===== config.mk =====
export PLATFORM = sky130hd
export DESIGN_NAME = mem_arbiter_flat
export DESIGN_NICKNAME = d
export VERILOG_FILES = /design/src/rtl/mem_arbiter_if.sv /design/src/rtl/mem_arbiter.sv /design/src/flat_wrapper.sv
export SDC_FILE = /design/constraint.sdc
export NUM_CORES = 1
export LEC_CHECK = 0
export CAP_MARGIN = 20
export CORE_AREA = 5 5 171 91
export CTS_CLUSTER_DIAMETER = 30
export DETAILED_ROUTE_END_ITERATION = 7
export DIE_AREA = 0 0 176 96
export HOLD_SLACK_MARGIN = 0.08
export PLACE_DENSITY = 0.81
export SLEW_MARGIN = 10
export SYNTH_ARGS = -nofsm -noshare
export SYNTH_HDL_FRONTEND = slang
export SYNTH_SLANG_ARGS = --single-unit

===== constraint.sdc =====
create_clock -name CLK -period 4.1 [get_ports CLK]
set_input_delay 0.82 -clock CLK [delete_from_list [all_inputs] [get_ports CLK]]
set_output_delay 0.82 -clock CLK [all_outputs]
set_load 0.01 [all_outputs]

===== src/rtl/mem_arbiter_if.sv =====
// Signal bundle between the pipeline requesters, the memory arbiter and the shared RAM port.
// The arbiter connects through the slave modport; the environment drives the master side.
interface mem_arbiter_if #(
  parameter int ADDR_W = 32,
  parameter int DATA_W = 32
);
  // Pipeline side.
  logic              iREN;
  logic [ADDR_W-1:0] iaddr;
  logic              dREN;
  logic              dWEN;
  logic [ADDR_W-1:0] daddr;
  logic [DATA_W-1:0] dstore;
  logic              halt;
  logic              iHit;
  logic [DATA_W-1:0] iload;
  logic              dHit;
  logic [DATA_W-1:0] dload;
  logic              err;
  logic              halted;

  // RAM side.
  logic [1:0]        ramstate;
  logic [DATA_W-1:0] ramload;
  logic              ramREN;
  logic              ramWEN;
  logic [ADDR_W-1:0] ramaddr;
  logic [DATA_W-1:0] ramstore;

  modport slave (
    input  iREN, iaddr, dREN, dWEN, daddr, dstore, halt, ramstate, ramload,
    output iHit, iload, dHit, dload, ramREN, ramWEN, ramaddr, ramstore, err, halted
  );

  modport master (
    output iREN, iaddr, dREN, dWEN, daddr, dstore, halt, ramstate, ramload,
    input  iHit, iload, dHit, dload, ramREN, ramWEN, ramaddr, ramstore, err, halted
  );
endinterface


===== src/rtl/mem_arbiter.sv =====
// Single-port RAM arbiter: serialises fetch and data requests (data first), holds the RAM
// command stable for the whole access, returns one-cycle hit pulses and handles halt/timeout.
module mem_arbiter #(
  parameter int ADDR_W   = 32,
  parameter int DATA_W   = 32,
  parameter int MAX_WAIT = 16
) (
  input  logic         CLK,
  input  logic         nRST,
  mem_arbiter_if.slave bus
);
  localparam int               CNT_W      = $clog2(MAX_WAIT + 1);
  localparam logic [1:0]       RAM_ACCESS = 2'd2;
  localparam logic [1:0]       RAM_ERROR  = 2'd3;
  localparam logic [CNT_W-1:0] LAST_WAIT  = CNT_W'(MAX_WAIT - 1);

  typedef enum logic [1:0] {IDLE, DACC, IACC, HALTED} state_t;

  state_t            state, state_nxt;
  logic [CNT_W-1:0]  wait_cnt, wait_cnt_nxt;
  logic              pend_halt;

  logic              ihit, ihit_nxt;
  logic              dhit, dhit_nxt;
  logic              ren, ren_nxt;
  logic              wen, wen_nxt;
  logic              err, err_nxt;
  logic              halted, halted_nxt;
  logic [ADDR_W-1:0] addr, addr_nxt;
  logic [DATA_W-1:0] store, store_nxt;
  logic [DATA_W-1:0] iload, iload_nxt;
  logic [DATA_W-1:0] dload, dload_nxt;

  logic halt_req, hit_busy, d_req, in_acc, got_access, got_error, timeout, done;

  assign halt_req   = pend_halt | bus.halt;
  // The requester still holds its request during the hit cycle, so IDLE must not resample it.
  assign hit_busy   = ihit | dhit;
  assign d_req      = bus.dREN | bus.dWEN;
  assign in_acc     = (state == DACC) || (state == IACC);
  assign got_access = (bus.ramstate == RAM_ACCESS);
  assign got_error  = (bus.ramstate == RAM_ERROR);
  assign timeout    = in_acc && !got_access && (wait_cnt == LAST_WAIT);
  assign done       = in_acc && (got_access || timeout);

  always_ff @(posedge CLK or negedge nRST) begin
    if (!nRST) begin
      state     <= IDLE;
      wait_cnt  <= '0;
      pend_halt <= 1'b0;
      ihit      <= 1'b0;
      dhit      <= 1'b0;
      ren       <= 1'b0;
      wen       <= 1'b0;
      err       <= 1'b0;
      halted    <= 1'b0;
      addr      <= '0;
      store     <= '0;
      iload     <= '0;
      dload     <= '0;
    end else begin
      // NOTE: non-blocking assignments so every register here samples the pre-edge values.
      state     <= state_nxt;
      wait_cnt  <= wait_cnt_nxt;
      pend_halt <= pend_halt | bus.halt;
      ihit      <= ihit_nxt;
      dhit      <= dhit_nxt;
      ren       <= ren_nxt;
      wen       <= wen_nxt;
      err       <= err_nxt;
      halted    <= halted_nxt;
      addr      <= addr_nxt;
      store     <= store_nxt;
      iload     <= iload_nxt;
      dload     <= dload_nxt;
    end
  end

  always_comb begin
    state_nxt = state;
    case (state)
      IDLE: begin
        if (!hit_busy) begin
          if (halt_req)      state_nxt = HALTED;
          else if (d_req)    state_nxt = DACC;
          else if (bus.iREN) state_nxt = IACC;
        end
      end
      DACC, IACC: if (done) state_nxt = IDLE;
      default:    state_nxt = HALTED;
    endcase
  end

  always_comb begin
    // NOTE: every value gets a default first so no path through the case infers a latch.
    ihit_nxt     = 1'b0;
    dhit_nxt     = 1'b0;
    ren_nxt      = ren;
    wen_nxt      = wen;
    err_nxt      = err;
    addr_nxt     = addr;
    store_nxt    = store;
    iload_nxt    = iload;
    dload_nxt    = dload;
    wait_cnt_nxt = wait_cnt;
    halted_nxt   = (state_nxt == HALTED);

    case (state)
      IDLE: begin
        ren_nxt = 1'b0;
        wen_nxt = 1'b0;
        if (!hit_busy && !halt_req) begin
          if (d_req) begin
            // A simultaneous read and write is carried out as the write and flagged.
            addr_nxt     = bus.daddr;
            store_nxt    = bus.dstore;
            wen_nxt      = bus.dWEN;
            ren_nxt      = bus.dREN & ~bus.dWEN;
            err_nxt      = err | (bus.dREN & bus.dWEN);
            wait_cnt_nxt = '0;
          end else if (bus.iREN) begin
            addr_nxt     = bus.iaddr;
            ren_nxt      = 1'b1;
            wait_cnt_nxt = '0;
          end
        end
      end

      DACC, IACC: begin
        if (got_error) err_nxt = 1'b1;
        if (done) begin
          ren_nxt      = 1'b0;
          wen_nxt      = 1'b0;
          wait_cnt_nxt = '0;
          if (timeout) err_nxt = 1'b1;
          if (state == IACC) begin
            ihit_nxt  = 1'b1;
            iload_nxt = timeout ? '0 : bus.ramload;
          end else begin
            dhit_nxt = 1'b1;
            if (timeout)  dload_nxt = '0;
            else if (!wen) dload_nxt = bus.ramload;
          end
        end else begin
          wait_cnt_nxt = wait_cnt + CNT_W'(1);
        end
      end

      default: begin
        ren_nxt = 1'b0;
        wen_nxt = 1'b0;
      end
    endcase
  end

  assign bus.iHit     = ihit;
  assign bus.dHit     = dhit;
  assign bus.iload    = iload;
  assign bus.dload    = dload;
  assign bus.ramREN   = ren;
  assign bus.ramWEN   = wen;
  assign bus.ramaddr  = addr;
  assign bus.ramstore = store;
  assign bus.err      = err;
  assign bus.halted   = halted;
endmodule


===== src/flat_wrapper.sv =====
// flat-port wrapper written by rule: the top's interface ports become plain ports
module mem_arbiter_flat 
#(
  parameter int ADDR_W   = 32,
  parameter int DATA_W   = 32,
  parameter int MAX_WAIT = 16
)
  (CLK, nRST, bus_iREN, bus_iaddr, bus_dREN, bus_dWEN, bus_daddr, bus_dstore, bus_halt, bus_ramstate, bus_ramload, bus_iHit, bus_iload, bus_dHit, bus_dload, bus_ramREN, bus_ramWEN, bus_ramaddr, bus_ramstore, bus_err, bus_halted);
  mem_arbiter_if #(.ADDR_W(ADDR_W), .DATA_W(DATA_W)) bus_i ();
  input  logic CLK;
  input  logic nRST;
  input wire logic [$bits(bus_i.iREN)-1:0] bus_iREN;
  input wire logic [$bits(bus_i.iaddr)-1:0] bus_iaddr;
  input wire logic [$bits(bus_i.dREN)-1:0] bus_dREN;
  input wire logic [$bits(bus_i.dWEN)-1:0] bus_dWEN;
  input wire logic [$bits(bus_i.daddr)-1:0] bus_daddr;
  input wire logic [$bits(bus_i.dstore)-1:0] bus_dstore;
  input wire logic [$bits(bus_i.halt)-1:0] bus_halt;
  input wire logic [$bits(bus_i.ramstate)-1:0] bus_ramstate;
  input wire logic [$bits(bus_i.ramload)-1:0] bus_ramload;
  output wire logic [$bits(bus_i.iHit)-1:0] bus_iHit;
  output wire logic [$bits(bus_i.iload)-1:0] bus_iload;
  output wire logic [$bits(bus_i.dHit)-1:0] bus_dHit;
  output wire logic [$bits(bus_i.dload)-1:0] bus_dload;
  output wire logic [$bits(bus_i.ramREN)-1:0] bus_ramREN;
  output wire logic [$bits(bus_i.ramWEN)-1:0] bus_ramWEN;
  output wire logic [$bits(bus_i.ramaddr)-1:0] bus_ramaddr;
  output wire logic [$bits(bus_i.ramstore)-1:0] bus_ramstore;
  output wire logic [$bits(bus_i.err)-1:0] bus_err;
  output wire logic [$bits(bus_i.halted)-1:0] bus_halted;
  assign bus_i.iREN = bus_iREN;
  assign bus_i.iaddr = bus_iaddr;
  assign bus_i.dREN = bus_dREN;
  assign bus_i.dWEN = bus_dWEN;
  assign bus_i.daddr = bus_daddr;
  assign bus_i.dstore = bus_dstore;
  assign bus_i.halt = bus_halt;
  assign bus_i.ramstate = bus_ramstate;
  assign bus_i.ramload = bus_ramload;
  assign bus_iHit = bus_i.iHit;
  assign bus_iload = bus_i.iload;
  assign bus_dHit = bus_i.dHit;
  assign bus_dload = bus_i.dload;
  assign bus_ramREN = bus_i.ramREN;
  assign bus_ramWEN = bus_i.ramWEN;
  assign bus_ramaddr = bus_i.ramaddr;
  assign bus_ramstore = bus_i.ramstore;
  assign bus_err = bus_i.err;
  assign bus_halted = bus_i.halted;
  mem_arbiter #(.ADDR_W(ADDR_W), .DATA_W(DATA_W), .MAX_WAIT(MAX_WAIT)) u_core (.CLK(CLK), .nRST(nRST), .bus(bus_i));
endmodule

==> impl_summary.txt, run 1 <==
----------------------------------------------------
[Status]
  Run status ... finished clean

[CTS]
  Clock Root Buffer ... clkbuf_16
  Post-CTS setup buffers ... 0
  Hold-fix buffers at CTS ... 0
  Clock transition at the registers of the reported paths ... about 60 ps
  Clock tree from TritonCTS ... yes
  Deepest clock path buffer count ... 2
  Number of clock sinks seen by CTS ... about 140
  Cts bufs inserted ... 17
  CTS H-tree depth ... 4
  Later-pin clock latency in the skew report ... 410 ps
  Number of cells upsized or downsized after cts ... 0

[Route]
  Pre-Repair DR Iteration Count ... 4
  Number of design rule violations left after detail routing ... 0
  Met2 routed wirelength ... just over 8000 um
  Met3 wire length ... approximately 1600 um
  Final routed wire length divided by cell count ... approximately 18 um
  Detailed-route via count ... roughly 4,600
  Highest metal layer with signal wires ... met4
  Routed vias/inst ... between 4 and 5
  Iteration-0 DRC count of the detailed router ... 268
  Metal1 wirelength ... 7120 um
  Total wire length after detailed routing ... roughly 17,000 um
  ANT nets after route ... 0

[Placement]
  Post-DP HPWL ... about 13,000 um
  RePlAce Congestion ... a little under 0.8
  Port Buffer Count ... between 200 and 300
  Placed Area ... about 0.0089 mm^2

[Floorplanning]
  Die X ... between 150 and 200 um
  Vert. Die Dim ... about 96 um
  Number of placement rows ... 31
  Effective utilization at floorplan ... 43.4%
  Core Box Area ... roughly 0.014 mm^2
  Die outline area ... roughly 0.017 mm^2
  I/O pin count ... 270

[Synthesis]
  Number of unique standard cell types used by synthesis ... 44
  Netlist area before placement ... ~0.0061 mm^2
  Post-synthesis instance total ... approximately 470
  Post-Syn Area per Cell ... 13.0 um^2
  Main flop type after synthesis ... dfrtp_1
  Async S/R FF share, synth ... 100%
  Number of warnings printed during yosys synthesis ... 0
  FF+latch count, synth ... between 100 and 150
  Sequential area share after synthesis ... ~59%
  Syn nets ... roughly 600
  EDFF count, synth ... 0

[Global routing]
  Pin count of the biggest net entering global routing ... 76
  Initial antenna violation count ... 0
  First-pass GRT wire length ... around 27,000 um
  Via count of the first global-routing pass ... 4,867
  Total gr overflow ... 0
  GRT Util Overall ... about a fifth

[STA]
  Setup repair after global routing missed its margin ... no
  Setup-violating endpoint count in the final report ... 0
  Tightest Pin Transition ... around 690 ps
  Maximum clock rate ... around 360 MHz
  Total count of max-transition violations in the final report ... 0
  Worst clock skew on the final layout ... between 10 and 15 ps
  Setup total negative slack ... 0 ps
  Tightest slew margin relative to the limit ... between 50% and 60%
  Final worst-path cycle share ... about 68%
  Clock period minus final worst setup slack ... approximately 2800 ps
  Number of hold violations in the final report ... 0

[Power]
  Portion of total power attributed to sequential cells ... between 30% and 40%
  Clk network pwr share ... around 29%
  Internal portion of total power ... approximately 3.8 mW
  Switching power of the nets ... about 1.6 mW
  Power density of the placed cells ... between 500 and 600 mW/mm^2
  Switching fraction of total power ... between 20% and 30%
  VDD IR-drop max ... between 0.2 and 0.3 mV
  Cell leakage power ... 4.11 nW
  Combinational power share ... between 30% and 40%

[Finish]
  Signed area change from the synthesized netlist to the final layout ... 57.5%
  Final instance area ... around 0.0095 mm^2
  Layout Utilization ... between 60% and 70%
  Fill count ... approximately 1,000
  Fraction of layout cells with a size suffix above 1 ... 19.4%
  Commonest non-fill, non-tap cell in the layout ... clkdlybuf4s50_1
  Post-layout nets ... roughly 880
  Commonest non-fill, non-tap cells in the layout ... clkdlybuf4s50_1, dfrtp_1, mux2_2, nand2_1, o21ai_0
  Total inserted antenna cells ... 0

[Worst hold path]
  Type of the tightest min-delay check ... primary input to asynchronous set/reset pin

[Worst setup path]
  Startpoint of the lowest-slack register-to-register path ... u_core.wait_cnt[0]$_DFFE_PN0P_
  Signal arrival time at the worst endpoint ... between 3000 and 4000 ps
  Critical path launch point ... u_core.wait_cnt[0]$_DFFE_PN0P_
  CP max FO ... 33
  Worst endpoint required time ... 4390 ps
  Critical path endpoint category ... flop
  Startpoint types ... flop
  Setup Crit Path Kind ... flop to flop

[Flow run]
  Total of max-cap violations ... 0

----------------------------------------------------
## critical path: stages (launching register included)
cell and delay, ps:
dfrtp_1 380, ha_1 200, and3_1 170, ha_1 370, nand3_4 380, a211oi_4 340, buf_4 420, mux2_2 390
## stage by stage
step	setup slack (ps)	hold slack [ps]	total power, mW	std cells
after floorplan	1970	449	2.78	465
after global placement	982	458	3.76	897
after detailed placement	840	464	3.83	897
after CTS	1280	439	5.43	928
after global routing	1130	464	5.65	929
final	1300	419	5.37	929
## power groups by stage
stage / sequential [mW] / clock (mW) / combinational, mW
2_1_floorplan: 2.12 / 0 / 0.661
3_3_place_gp: 1.99 / 0 / 1.77
3_5_place_dp: 2.01 / 0 / 1.82
4_1_cts: 1.99 / 1.61 / 1.83
5_1_grt: 2.03 / 1.68 / 1.94
6_report: 1.99 / 1.57 / 1.81
## Yosys cell counts, types with 2 or more instances
cell type,n,area share [%]
and2_1,28,2.9
and2_2,2,0.25
buf_2,13,1.1
buf_6,3,0.56
clkbuf_1,6,0.37
dfrtp_1,142,59
ha_1,6,1.2
inv_1,9,0.56
mux2_2,93,17
mux2i_1,34,5.6
nand2_1,44,2.7
nand2b_1,4,0.41
nand3_1,3,0.25
nor2_1,9,0.56
nor2b_1,2,0.21
o21ai_0,39,3.2
## flip-flops by register name (all words and copies together), names as in the netlist
name,count
u_core.bus.dload,32
u_core.bus.iload,32
u_core.bus.ramaddr,32
u_core.bus.ramstore,32
u_core.wait_cnt,5
u_core.state,2
u_core.bus.dHit,1
u_core.bus.err,1
u_core.bus.halted,1
u_core.bus.iHit,1
u_core.bus.ramREN,1
u_core.bus.ramWEN,1
u_core.pend_halt,1
## routing by layer
| layer | global-route usage [%] | vias up |
|---|---|---|
| li1 | - | 2153 |
| met4 | 5.58 | 0 |
| met3 | 9.11 | 23 |
| met2 | 33.1 | 177 |
| met1 | 25.4 | 2241 |
| met5 | 0 | - |
## final timing paths
check,cells after the start,slack [ps],end
hold / removal,1,420,u_core.bus.iload[9]$_DFFE_PN0P_
setup / recovery,7,1300,u_core.bus.dload[4]$_DFFE_PN0P_
hold reg to reg,2,480,u_core.wait_cnt[4]$_DFFE_PN0P_
max in group asynchronous,2,2820,u_core.bus.ramstore[3]$_DFFE_PN0P_
setup reg to reg,7,1300,u_core.bus.dload[4]$_DFFE_PN0P_
min in group CLK,2,480,u_core.wait_cnt[4]$_DFFE_PN0P_
## cell type report
cell class / count / area [um^2] / share of cell area (%)
sequential: 142 / 3550 / 37.2
timing repair buffer: 275 / 2760 / 28.9
multi-input combinational: 291 / 2370 / 24.8
clock buffer: 18 / 439 / 4.60
tap: 181 / 226 / 2.37
clock inverter: 13 / 163 / 1.70
inverter: 9 / 33.8 / 0.354
## logic make-up (layout without fill, tap and decap cells)
logic type / after synthesis / count (layout) / synth area share, %
DFF: 142 / 142 / 58.6
AOI/OAI and AO/OA: 55 / 55 / 5.72
adders and majority gates: 6 / 6 / 1.24
buffers and inverters: 32 / 315 / 2.64
muxes: 127 / 127 / 22.9
and+or+nand+nor: 103 / 103 / 8.90
Power figures use the tool's default switching activity.
==> inputs of run 2 (changes only) <==
--- a/config.mk
+++ b/config.mk
@@ -6,12 +6,12 @@
 export NUM_CORES = 1
 export LEC_CHECK = 0
 export CAP_MARGIN = 20
-export CORE_AREA = 5 5 171 91
+export CORE_AREA = 5 5 185 98
 export CTS_CLUSTER_DIAMETER = 30
 export DETAILED_ROUTE_END_ITERATION = 7
-export DIE_AREA = 0 0 176 96
+export DIE_AREA = 0 0 190 103
 export HOLD_SLACK_MARGIN = 0.08
-export PLACE_DENSITY = 0.81
+export PLACE_DENSITY = 0.73
 export SLEW_MARGIN = 10
 export SYNTH_ARGS = -nofsm -noshare
 export SYNTH_HDL_FRONTEND = slang
==> constraint.sdc (replaced) <==
create_clock -name CLK -period 2.3 [get_ports CLK]
set_input_delay 0.46 -clock CLK [delete_from_list [all_inputs] [get_ports CLK]]
set_output_delay 0.46 -clock CLK [all_outputs]
set_load 0.01 [all_outputs]
==> run 2 against run 1 <==
  * Critical path depth grew 1
  * Routed wire length decreased by 0.91%
  * Critical endpoint is now u_core.bus.dload[29]$_DFFE_PN0P_
  * Clock power rose by 67%
  * Largest power group unchanged
  * Worst setup slack got worse by 1200 ps
  * Sequential share of layout area decreased by 0.93 points
  * Largest cell class unchanged
  * Global-route usage fell by 3.7 points
  * Worst hold slack better by 57 ps
==> impl_summary.txt, run 2 (synthesis gave the netlist of run 1 again) <==
----------------------------------------------------
[Status]
  Run status ... finished clean

[Route]
  Final routed wire length divided by cell count ... 17.0 um (-7.8%)
  Detailed-route via count ... 4,588 (-0.13%)
  Routed vias/inst ... 4.60 (-7.0%)
  Total wire length after detailed routing ... 16,900 um (-0.91%)
  ANT nets after route ... 0 (unchanged)
  Iteration-0 DRC count of the detailed router ... 208 (-22%)
  Pre-Repair DR Iteration Count ... 4 (unchanged)
  Number of design rule violations left after detail routing ... 0 (unchanged)

[Finish]
  Commonest non-fill, non-tap cell in the layout ... clkdlybuf4s50_1
  Commonest non-fill, non-tap cells in the layout ... clkdlybuf4s50_1, dfrtp_1, mux2_2, nand2_1, o21ai_0
  Total inserted antenna cells ... 0 (unchanged)
  Layout Utilization ... 58.9% (-9.5 points)
  Signed area change from the synthesized netlist to the final layout ... 61.6%
  Final instance area ... 0.00979 mm^2 (+2.6%)
  Fraction of layout cells with a size suffix above 1 ... 20.9% (+1.6 points)
  Fill count ... 1,314 (+32%)
  Post-layout nets ... 894 (+1.8%)

[Power]
  Switching power of the nets ... 2.88 mW (+85%)
  Internal portion of total power ... 6.71 mW (+76%)
  Cell leakage power ... 4.20 nW (+2.0%)
  Power density of the placed cells ... 979 mW/mm^2 (+74%)
  VDD IR-drop max ... 0.523 mV (+84%)
  Switching fraction of total power ... 30.0% (+1.1 points)
  Combinational power share ... 35.7% (+2.0 points)
  Portion of total power attributed to sequential cells ... 37.0% (about the same)
  Clk network pwr share ... 27.3% (-1.9 points)

[STA]
  Total count of max-transition violations in the final report ... 0 (unchanged)
  Worst clock skew on the final layout ... 13.8 ps (-0.332 ps)
  Tightest Pin Transition ... 420 ps (-274 ps)
  Tightest slew margin relative to the limit ... 71.8% (+18 points)
  Maximum clock rate ... 461 MHz (+29%)
  Setup-violating endpoint count in the final report ... 0 (unchanged)
  Number of hold violations in the final report ... 0 (unchanged)
  Final worst-path cycle share ... 94.4% (+26 points)
  Clock period minus final worst setup slack ... 2170 ps (-629 ps)
  Setup repair after global routing missed its margin ... no

[CTS]
  Later-pin clock latency in the skew report ... 410 ps (about the same)
  Deepest clock path buffer count ... 2 (unchanged)
  CTS H-tree depth ... 4 (unchanged)
  Number of clock sinks seen by CTS ... 142 (unchanged)
  Cts bufs inserted ... 17 (unchanged)
  Clock tree from TritonCTS ... yes
  Clock Root Buffer ... clkbuf_16
  Clock transition at the registers of the reported paths ... 60 ps (about the same)

[Floorplanning]
  Die X ... 190 um (+8.0%)
  Die outline area ... 0.0196 mm^2 (+16%)
  Core Box Area ... 0.0166 mm^2 (+19%)
  I/O pin count ... 270 (unchanged)
  Number of placement rows ... 34 (+9.7%)
  Vert. Die Dim ... 103 um (+7.3%)
  Effective utilization at floorplan ... 36.4% (-7.0 points)

[Worst setup path]
  Number of buffer and inverter instances along the worst setup path ... 2 (+1)
  CP cell instances ... ha_1 -> and3_1 -> ha_4 -> o21ai_2 -> a211oi_4 -> buf_4 -> buf_12 -> mux2_2
  Startpoint types ... flop
  Worst endpoint required time ... 2590 ps (-1800 ps)
  CP max FO ... 16 (-52%)
  Slowest stage delay, CP ... 390 ps (-30 ps)
  Signal arrival time at the worst endpoint ... 2460 ps (-630 ps)
  Register-to-register setup slack ... 130 ps (-1170 ps)
  Top delay family on crit path ... adder cells
  Setup Crit Path Kind ... flop to flop
  Cell with the biggest individual delay on the critical path ... dfrtp_1
  Critical path endpoint category ... flop

[Placement]
  RePlAce Congestion ... 0.822 (+3.6%)
  Post-DP HPWL ... 12,600 um (-2.2%)
  Placed Area ... 0.00916 mm^2 (+2.6%)
  Port Buffer Count ... 269 (unchanged)

[Global routing]
  Total gr overflow ... 0 (unchanged)
  First-pass GRT wire length ... 26,000 um (-2.4%)
  Via count of the first global-routing pass ... 4,926 (+1.2%)
  Initial antenna violation count ... 0 (unchanged)
  GRT Util Overall ... 16.8% (-3.7 points)
  Pin count of the biggest net entering global routing ... 65 (-14%)

[Flow run]
  Total of max-cap violations ... 0 (unchanged)

[Worst hold path]
  Type of the tightest min-delay check ... flop to flop

----------------------------------------------------
## run 2: cell types whose count changed in the layout (fill, tap and decap cells not counted), sizes merged
cell | previous run | this run
clkbuf | 18 | 19
bufinv | 3 | 1
clkinv | 4 | 3
clkinvlp | 3 | 4
buf | 7 | 21
dlygate4sd3 | 0 | 1
inv | 12 | 14
## run 2: what timing repair did
item | in CTS | in global routing
endpoints found under the setup margin | 28 | 30
cloned | 0 | 2
pin swaps | 0 | 1
hold buffers | 1 | 0
gates resized for setup | 1 | 1
setup buffers | 0 | 2
hold endpoints to repair | 31 | 0
## run 2: power by group through the flow
| stage | clock network (mW) | registers (mW) | logic (mW) |
|---|---|---|---|
| 2_1_floorplan | 0 | 3.78 | 1.18 |
| 3_3_place_gp | 0 | 3.57 | 3.28 |
| 3_5_place_dp | 0 | 3.58 | 3.37 |
| 4_1_cts | 2.71 | 3.55 | 3.38 |
| 5_1_grt | 2.84 | 3.63 | 3.65 |
| 6_report | 2.62 | 3.55 | 3.42 |
## run 2: stage by stage
stage	TNS [ps]	std cells	total power, mW	worst slack (ps)	hold WS [ps]
after floorplan	0	465	4.96	173	164
after global placement	0	962	6.85	46.9	368
after detailed placement	-890	962	6.95	-38.3	375
after CTS	0	994	9.64	70.7	484
after global routing	0	998	10.1	18.1	512
final	0	998	9.59	129	477
## run 2: per-layer routing
metal  part of all wire [%]  vias up  global-route usage [%]
met4                    1.7        0                    5.39
met2                     46      175                    27.1
met1                     44     2202                    21.3
met3                    8.1       23                    6.22
li1                       -     2188                       -
met5                      0        -                       0
## run 2: layout make-up
| cell class | instances | area, um^2 | share of cell area [%] |
|---|---|---|---|
| clock inverters | 13 | 133 | 1.35 |
| multi-input cells | 291 | 2380 | 24.3 |
| well taps | 234 | 293 | 2.99 |
| repair buffers | 291 | 2970 | 30.3 |
| inverters | 9 | 33.8 | 0.345 |
| clock buffers | 18 | 429 | 4.38 |
| flip-flops and latches | 142 | 3550 | 36.3 |
## run 2: final timing paths
kind                                                    start                            endpoint  depth (start not counted)
max                            u_core.wait_cnt[0]$_DFFE_PN0P_    u_core.bus.dload[29]$_DFFE_PN0P_                          8
min                        u_core.bus.ramaddr[14]$_DFFE_PN0P_  u_core.bus.ramaddr[14]$_DFFE_PN0P_                          2
max reg2reg                    u_core.wait_cnt[0]$_DFFE_PN0P_    u_core.bus.dload[29]$_DFFE_PN0P_                          8
min reg2reg                u_core.bus.ramaddr[14]$_DFFE_PN0P_  u_core.bus.ramaddr[14]$_DFFE_PN0P_                          2
max in group asynchronous                                nRST          u_core.bus.err$_DFFE_PN0P_                          3
min in group asynchronous                                nRST    u_core.bus.dload[13]$_DFFE_PN0P_                          2
## run 2: tightest hold or removal path, stage by stage (launching register included)
cell	delay [ps]
dfrtp_1	340
nand2_1	40
o21ai_0	50
==> inputs of run 3 (changes only) <==
--- a/config.mk
+++ b/config.mk
@@ -10,6 +10,7 @@
 export CTS_CLUSTER_DIAMETER = 30
 export DETAILED_ROUTE_END_ITERATION = 7
 export DIE_AREA = 0 0 190 103
+export GPL_TIMING_DRIVEN = 0
 export HOLD_SLACK_MARGIN = 0.08
 export PLACE_DENSITY = 0.73
 export SLEW_MARGIN = 10
==> run 3 against run 2 <==
  * Die area unchanged
  * Flip-flop and latch count unchanged
  * Design area down 0.46%
  * Critical path type unchanged
  * Largest cell class unchanged
==> impl_summary.txt, run 3 (synthesis gave the netlist of run 1 again) <==
----------------------------------------------------
[Status]
  Run status ... finished clean

[Route]
  Routed vias/inst ... 4.66 (+1.3%)
  Pre-Repair DR Iteration Count ... 4 (unchanged)
  Iteration-0 DRC count of the detailed router ... 165 (-21%)
  ANT nets after route ... 0 (unchanged)
  Total wire length after detailed routing ... 17,200 um (+1.5%)
  Detailed-route via count ... 4,679 (+2.0%)
  Final routed wire length divided by cell count ... 17.1 um (+0.83%)
  Number of design rule violations left after detail routing ... 0 (unchanged)

[Floorplanning]
  Die outline area ... 0.0196 mm^2 (unchanged)
  Core Box Area ... 0.0166 mm^2 (unchanged)
  Effective utilization at floorplan ... 36.4% (unchanged)
  I/O pin count ... 270 (unchanged)
  Die X ... 190 um (unchanged)
  Number of placement rows ... 34 (unchanged)
  Vert. Die Dim ... 103 um (unchanged)

[STA]
  Setup total negative slack ... 0 ps (unchanged)
  Total count of max-transition violations in the final report ... 0 (unchanged)
  Setup repair after global routing missed its margin ... no
  Tightest slew margin relative to the limit ... 43.8% (-28 points)
  Minimum setup slack in the final design ... 87.0 ps (-41.8 ps)
  Tightest Pin Transition ... 843 ps (+424 ps)
  Final worst-path cycle share ... 96.2% (+1.8 points)
  Number of hold violations in the final report ... 0 (unchanged)
  Setup-violating endpoint count in the final report ... 0 (unchanged)
  Maximum clock rate ... 452 MHz (-1.9%)
  Clock period minus final worst setup slack ... 2210 ps (+41.8 ps)
  Worst clock skew on the final layout ... 18.4 ps (+4.61 ps)

[Worst setup path]
  CP max FO ... 10 (-6)
  Register-to-register setup slack ... 90 ps (-40 ps)
  Setup Crit Path Kind ... flop to flop
  Top delay family on crit path ... buffers and inverters
  Signal arrival time at the worst endpoint ... 2500 ps (+40 ps)
  Cell with the biggest individual delay on the critical path ... dfrtp_1
  Critical path endpoint category ... flop
  Number of buffer and inverter instances along the worst setup path ... 4 (+2)
  Startpoint types ... flop
  Worst endpoint required time ... 2580 ps (about the same)
  CP cell instances ... inv_1 -> ha_1 -> clkbuf_2 -> nand3_4 -> a211oi_4 -> buf_4 -> buf_6 -> mux2_2
  Slowest stage delay, CP ... 420 ps (+30 ps)

[Placement]
  Pre-CTS setup slack ... -212 ps (-174 ps)
  Port Buffer Count ... 269 (unchanged)
  Post-DP HPWL ... 13,200 um (+4.1%)
  RePlAce Congestion ... 0.876 (+6.6%)

[CTS]
  Deepest clock path buffer count ... 2 (unchanged)
  Number of clock sinks seen by CTS ... 142 (unchanged)
  Clock transition at the registers of the reported paths ... 70 ps (about the same)
  Clock tree from TritonCTS ... yes
  Clock Root Buffer ... clkbuf_16
  Hold-fix buffers at CTS ... 0 (-1)
  Later-pin clock latency in the skew report ... 410 ps (about the same)
  CTS H-tree depth ... 4 (unchanged)
  Cts bufs inserted ... 17 (unchanged)

[Power]
  Power Total ... 9.71 mW (+1.2%)
  Cell leakage power ... 4.18 nW (-0.39%)
  Power density of the placed cells ... 996 mW/mm^2 (+1.7%)
  VDD IR-drop max ... 0.546 mV (+4.3%)

[Flow run]
  Total of max-cap violations ... 0 (unchanged)

[Global routing]
  GRT Util Overall ... 17.4% (+0.56 points)
  Pin count of the biggest net entering global routing ... 88 (+35%)
  First-pass GRT wire length ... 27,000 um (+3.8%)
  Via count of the first global-routing pass ... 5,114 (+3.8%)
  Initial antenna violation count ... 0 (unchanged)
  Total gr overflow ... 0 (unchanged)

[Finish]
  Commonest non-fill, non-tap cells in the layout ... clkdlybuf4s50_1, dfrtp_1, mux2_2, nand2_1, o21ai_0
  Layout Utilization ... 58.6% (-0.27 points)
  Commonest non-fill, non-tap cell in the layout ... clkdlybuf4s50_1
  Fraction of layout cells with a size suffix above 1 ... 20.9% (-0.060 points)
  Post-layout nets ... 900 (+0.67%)
  Signed area change from the synthesized netlist to the final layout ... 60.8%
  Total inserted antenna cells ... 0 (unchanged)

[Worst hold path]
  Type of the tightest min-delay check ... primary input to asynchronous set/reset pin

----------------------------------------------------
[run 3: metrics by stage]
stage / cell area (um^2) / cells / hold slack, ps
after CTS: 9740 / 1005 / 148
after global placement: 9050 / 968 / 460
after global routing: 9750 / 1005 / 164
after floorplan: 6060 / 465 / 164
final: 9750 / 1005 / 81.7
after detailed placement: 9080 / 969 / 460
[run 3: final cells by class]
class                   count  area [um^2]
flip-flops and latches    142         3550
clock buffers              18          439
multi-input cells         291         2370
fillers                  1338         6880
well taps                 234          293
clock inverters            14          180
plain buffers              23          129
inverters                   9         33.8
repair buffers            274         2750
[run 3: what timing repair did]
item                                    in CTS  in global routing
resized for setup                            3                  1
setup buffers                                4                  0
pin swaps                                    2                  0
endpoints found under the setup margin      55                 28
[run 3: routing by layer]
layer,vias up,track usage (%),part of all wire (%)
met3,6,6.19,8.3
met4,0,4.06,0.36
li1,2205,-,-
met1,2314,22.7,45
met5,-,0,0
met2,154,28.2,46
[run 3: worst register-to-register path, delay by kind of cell (launching register included)]
| kind | cells | cell delay, ps |
|---|---|---|
| DFF | 1 | 420 |
| and+or+nand+nor | 1 | 170 |
| adders and majority gates | 1 | 280 |
| AOI/OAI and AO/OA | 1 | 240 |
| muxes | 1 | 340 |
| buffers and inverters | 4 | 650 |
[run 3: final timing paths]
kind	cells past startpoint	startpoint	end
min reg2reg	1	u_core.bus.err$_DFFE_PN0P_	u_core.bus.err$_DFFE_PN0P_
max	8	u_core.state[0]$_DFF_PN0_	u_core.bus.dload[16]$_DFFE_PN0P_
min	1	nRST	u_core.bus.dload[13]$_DFFE_PN0P_
max in group asynchronous	2	nRST	u_core.bus.dload[21]$_DFFE_PN0P_
min in group CLK	1	u_core.bus.err$_DFFE_PN0P_	u_core.bus.err$_DFFE_PN0P_
max reg2reg	8	u_core.state[0]$_DFF_PN0_	u_core.bus.dload[16]$_DFFE_PN0P_
[run 3: where the power goes]
| group | switching, mW | total, mW | leakage [nW] | internal (mW) |
|---|---|---|---|---|
| logic | 1.35 | 3.32 | 2.05 | 1.97 |
| registers | 0.361 | 3.50 | 1.84 | 3.14 |
| clock network | 1.13 | 2.89 | 0.292 | 1.76 |
